==> src/rtl/trng_bit_collector.sv <==
// Raw entropy bit collector: packs sampled bits into 5-bit S-box words.
// Optional repetition-count health test enabled by macro TRNG_HEALTH_EN.
module trng_bit_collector #(
    parameter int REP_LIMIT = 31
) (
    input  logic        clk,
    input  logic        rst_n,
    input  logic        enable,
    input  logic        sample_valid,
    input  logic        raw_bit,
    output logic [4:0]  sbox_in,
    output logic        activate_sbox,
    output logic        health_fail,
    output logic [15:0] word_count
);

`ifdef TRNG_HEALTH_EN
    typedef enum logic [1:0] {IDLE, COLLECT, FAIL} state_t;
`else
    typedef enum logic [1:0] {IDLE, COLLECT} state_t;
`endif

    state_t     state;
    logic [2:0] bit_cnt;
    logic [3:0] sr;
    logic       accept;
    logic       last_bit;
    logic [4:0] word;

    generate
        if (REP_LIMIT < 2 || REP_LIMIT > 255) begin : g_bad_rep_limit
            $error("REP_LIMIT must be in 2..255");
        end
    endgenerate

    assign accept   = sample_valid && enable && (state == COLLECT);
    assign last_bit = (bit_cnt == 3'd4);
    assign word     = {sr, raw_bit};

`ifdef TRNG_HEALTH_EN
    localparam int RW = $clog2(REP_LIMIT + 1);
    localparam logic [RW-1:0] RMAX = RW'(REP_LIMIT);

    logic [RW-1:0] run;
    logic [RW-1:0] run_next;
    logic          rep_hit;
    logic          fail_q;

    // sr[0] is the previous accepted bit whenever run is non-zero
    always_comb begin
        run_next = RW'(1);
        if (run != '0 && raw_bit == sr[0]) begin
            run_next = (run == RMAX) ? run : run + 1'b1;
        end
    end

    assign rep_hit     = accept && (run_next == RMAX);
    assign health_fail = fail_q;
`else
    assign health_fail = 1'b0;
`endif

    always_ff @(posedge clk or posedge rst_n) begin
        if (rst_n) begin
            state         <= IDLE;
            bit_cnt       <= '0;
            sr            <= '0;
            sbox_in       <= '0;
            activate_sbox <= 1'b0;
            word_count    <= '0;
`ifdef TRNG_HEALTH_EN
            run           <= '0;
            fail_q        <= 1'b0;
`endif
        end else begin
            activate_sbox <= 1'b0;
            unique case (state)
                IDLE: begin
                    bit_cnt <= '0;
                    sr      <= '0;
`ifdef TRNG_HEALTH_EN
                    run     <= '0;
`endif
                    if (enable) begin
                        state <= COLLECT;
                    end
                end
                COLLECT: begin
                    if (!enable) begin
                        state   <= IDLE;
                        bit_cnt <= '0;
                        sr      <= '0;
`ifdef TRNG_HEALTH_EN
                        run     <= '0;
                    end else if (rep_hit) begin
                        // failure beats a word completing on the same bit
                        state   <= FAIL;
                        fail_q  <= 1'b1;
                        sbox_in <= '0;
`endif
                    end else if (accept) begin
                        sr <= word[3:0];
`ifdef TRNG_HEALTH_EN
                        run <= run_next;
`endif
                        if (last_bit) begin
                            bit_cnt       <= '0;
                            sbox_in       <= word;
                            activate_sbox <= 1'b1;
                            word_count    <= word_count + 16'd1;
                        end else begin
                            bit_cnt <= bit_cnt + 3'd1;
                        end
                    end
                end
`ifdef TRNG_HEALTH_EN
                FAIL: begin
                    state <= FAIL;
                end
`endif
                default: begin
                    state <= IDLE;
                end
            endcase
        end
    end

endmodule

==> config.mk <==
export PLATFORM = sky130hd
export DESIGN_NAME = trng_bit_collector
export DESIGN_NICKNAME = d
export VERILOG_FILES = /design/src/rtl/trng_bit_collector.sv
export SDC_FILE = /design/constraint.sdc
export NUM_CORES = 1
export LEC_CHECK = 0
export ABC_AREA = 0
export CORE_ASPECT_RATIO = 0.6
export CORE_MARGIN = 2
export CORE_UTILIZATION = 35
export CTS_CLUSTER_DIAMETER = 30
export DETAILED_ROUTE_END_ITERATION = 12
export HOLD_SLACK_MARGIN = 0.06
export MAX_ROUTING_LAYER = met4
export PLACE_DENSITY_LB_ADDON = 0.05
export RECOVER_POWER = 25
export SYNTH_ARGS = -nofsm -noshare
export SYNTH_HDL_FRONTEND = slang
export SYNTH_SLANG_ARGS = --single-unit
==> constraint.sdc <==
create_clock -name clk -period 1.6 [get_ports clk]
set_input_delay 0.32 -clock clk [delete_from_list [all_inputs] [get_ports clk]]
set_output_delay 0.32 -clock clk [all_outputs]
set_load 0.005 [all_outputs]
==> out/results.tsv <==
stage	metric	value	unit
synthesis	syn-num-nets	120	
worst_setup_path	crit_arrival	1.25	ns
timing	timing.slew.headroom	50.8	%
clock_tree	clk_path_buf_depth	2	
cells_and_area	area_delta_synth_final	39.1	%
synthesis	yosys.area.top_type	dfrtp_1	
synthesis	synth_most_common_cell	dfrtp_1	
clock_tree	cts_buffers	5	
floorplanning	die_w	84.7	microns
placement	port_buffers	26	
status	outcome	complete, no violations	
timing	hold_viol_final	0	
power	p_leak	0.930	nW
floorplanning	core_area	3700	sq um
synthesis	netlist_instances	111	
drt	drcViolationCount	0	
drt	wire_per_inst	13.4	microns
floorplanning	die_h	52.4	microns
clock_tree	htreeDepth	2	
drt	ant_nets	0	
clock_tree	clk_latency	0.28	ns
global_route	first_global_vias	915	
worst_setup_path	crit_path_max_fanout	6	
synthesis	syn-mean-instance-area	12.3	sq um
timing	rsz0062_at_grt	yes	
drt	drt-total-wl	2730	microns
timing	timing.fmax	0.635	GHz
worst_setup_path	cp_top_family	buffers and inverters	
flow_run	cap_violations	0	
global_route	grt_usage	14.3	%
worst_setup_path	crit_chain	clkdlybuf4s50_1	
drt	first_pass_iters	3	
power	p_seq_share	48.9	%
synthesis	yosysSeqAreaShare	54.8	%
global_route	antenna_found_initial	0	
floorplanning	dieArea	4440	sq um
synthesis	synth-edff-count	0	
timing	finClkSkew	0.00505	ns
synthesis	synthesis.area	1370	sq um
synthesis	netlist_top_cells_count	dfrtp_1 (30), nor2_1 (10), xnor2_1 (10), nand2_1 (7), nand3_1 (7)	
power	power.density	857	nW/um^2
synthesis	yosysWarnings	0	
global_route	grt_pass1_wl	4590	microns
synthesis	async_flop_share	100	%
cells_and_area	postLayoutCoreUtil	51.5	%
drt	drt_iter0_markers	56	
global_route	grt_max_degree	31	
worst_setup_path	crit_required	1.28	ns
floorplanning	io_pins	28	
worst_setup_path	cp-start-kind	flip-flop	
power	p_sw	404	uW
timing	worst_pin_slew	0.738	ns
power	power	1.63	mW
placement	hpwl	1960	microns
floorplanning	start_util	37.0	%
cells_and_area	fillers	355	
synthesis	synth.area.top_cells	dfrtp_1 (55%), xnor2_1 (6.4%), mux2_2 (4.9%)	
clock_tree	cts_hold_buf	0	
clock_tree	path_clk_slew	0.06	ns
timing	layout_min_cycle_time	1.57	ns
cells_and_area	drive_above_1_share	26.3	%
placement	gp_congestion	0.721	
synthesis	synth_top_area_share	54.8	%
drt	via_per_inst	4.70	
worst_setup_path	crit_slowest_cell	clkdlybuf4s50_1	
cells_and_area	layout.nets	164	
worst_setup_path	crit_type	flip-flop to output pin	
floorplanning	rows	17	
power	combPwrFrac	13.1	%
power	irDropWorstVdd	0.000441	V
clock_tree	cts_root_buf	clkbuf_8	
timing	finalSetupViolCount	0	
worst_setup_path	crit_path_end_kind	output pin	
timing	fin_crit_sh	98.4	%
power	clock_power_share	37.9	%
global_route	grt-ovfl-total	0	
worst_hold_path	min_path_type	input pin to flip-flop	
synthesis	synth_seq_cells	30	
timing	slew_viol_final	0	
worst_setup_path	cpPeakStageDelay	0.54	ns
clock_tree	clock-sinks	30	
worst_setup_path	path_buf_inv	1	
synthesis	ys.flop_type	dfrtp_1	
power	switching_share	24.8	%
power	internal_power	1.23	mW
cells_and_area	diodes	0	
synthesis	ys_types	24	
drt	vias	955	
clock_tree	cts_tree	built	
## routing by layer
layer	global-route usage [%]	routed length, microns
met4	4.76	23
met2	17.6	1080
met5	-	0
met3	5.20	118
met1	21.0	1510
## final timing paths
kind	endpoint	from	depth (start not counted)	slack, ns
worst max-delay path	word_count[2]	word_count[2]	1	0.03
worst min-delay path	state[0]	enable	3	0.40
worst max register to register	word_count[8]	state[0]	6	0.06
worst min register to register	word_count[15]	word_count[15]	1	0.48
max in group asynchronous	word_count[4]	rst_n	3	0.40
min in group asynchronous	word_count[6]	rst_n	3	0.69
## logic make-up after synthesis
logic type / synth area share, %
AOI/OAI and AO/OA: 1.10
xor gates and xnor gates: 10.2
adders and majority gates: 3.66
buffers and inverters: 3.02
DFF: 54.8
muxes: 8.59
other: 0.274
and+or+nand+nor: 18.3
## placed cells by master, fill, tap and decap left out
cell type        count
clkinv_2             1
clkdlybuf4s50_1     23
buf_4               11
o21ai_0              1
nand4_2              1
clkbuf_2             1
nor4_4               2
nand2_1              6
mux2_2               6
nand4_1              2
and3_1               3
dlygate4sd3_1        1
nor3_1               1
ha_1                 2
dfrtp_1             27
a21oi_1              2
clkbuf_8             6
nor2_1               9
ha_4                 1
inv_1                2
inv_2                2
buf_6                2
nand2_2              1
xor2_1               6
nand3_1              7
mux2i_1              5
ha_2                 1
nand3_4              2
nand2b_1             1
nor2_4               1
conb_1               1
dfrtp_2              3
clkbuf_1             1
xnor2_1             10
dlymetal6s2s_1       2
and4_1               3
## state kept, by name, indices dropped and copies added, names as in the netlist
| signal | cells |
|---|---|
| word_count | 16 |
| sbox_in | 5 |
| sr | 4 |
| bit_cnt | 3 |
| activate_sbox | 1 |
| state | 1 |
## layout make-up
cell class / instances / area [sq um] / area share [%]
sequential: 30 / 754 / 39.6
inverter: 4 / 15.0 / 0.788
timing repair buffer: 40 / 375 / 19.7
multi-input combinational: 74 / 609 / 32.0
clock buffer: 7 / 86.3 / 4.53
tap: 47 / 58.8 / 3.09
clock inverter: 1 / 5.00 / 0.263
## what timing repair did
| item | 4_1_cts | 5_1_grt |
|---|---|---|
| gates resized for setup | 7 | 9 |
| setup buffers | 0 | 3 |
| endpoints found under the hold margin | 0 | 0 |
| endpoints found under the setup margin | 14 | 20 |
| pin swaps | 4 | 8 |
## power by group through the flow
stage	sequential (mW)	clock (mW)	combinational [mW]
floorplan	0.817	0	0.103
global placement	0.809	0	0.175
detailed placement	0.810	0	0.178
CTS	0.797	0.636	0.202
global route	0.801	0.681	0.238
finish	0.799	0.619	0.214
## metrics by stage
step	setup TNS (ns)	std cells	cell area, sq um	hold WS [ns]	setup WS (ns)
floorplan	0	111	1370	0.411	0.0383
global placement	-5.83	192	1740	0.461	-0.384
detailed placement	-5.77	192	1740	0.472	-0.356
CTS	0	200	1860	0.424	0.000213
global route	-0.0851	203	1900	0.415	-0.0215
finish	0	203	1900	0.405	0.0259
Power figures use the tool's default switching activity.
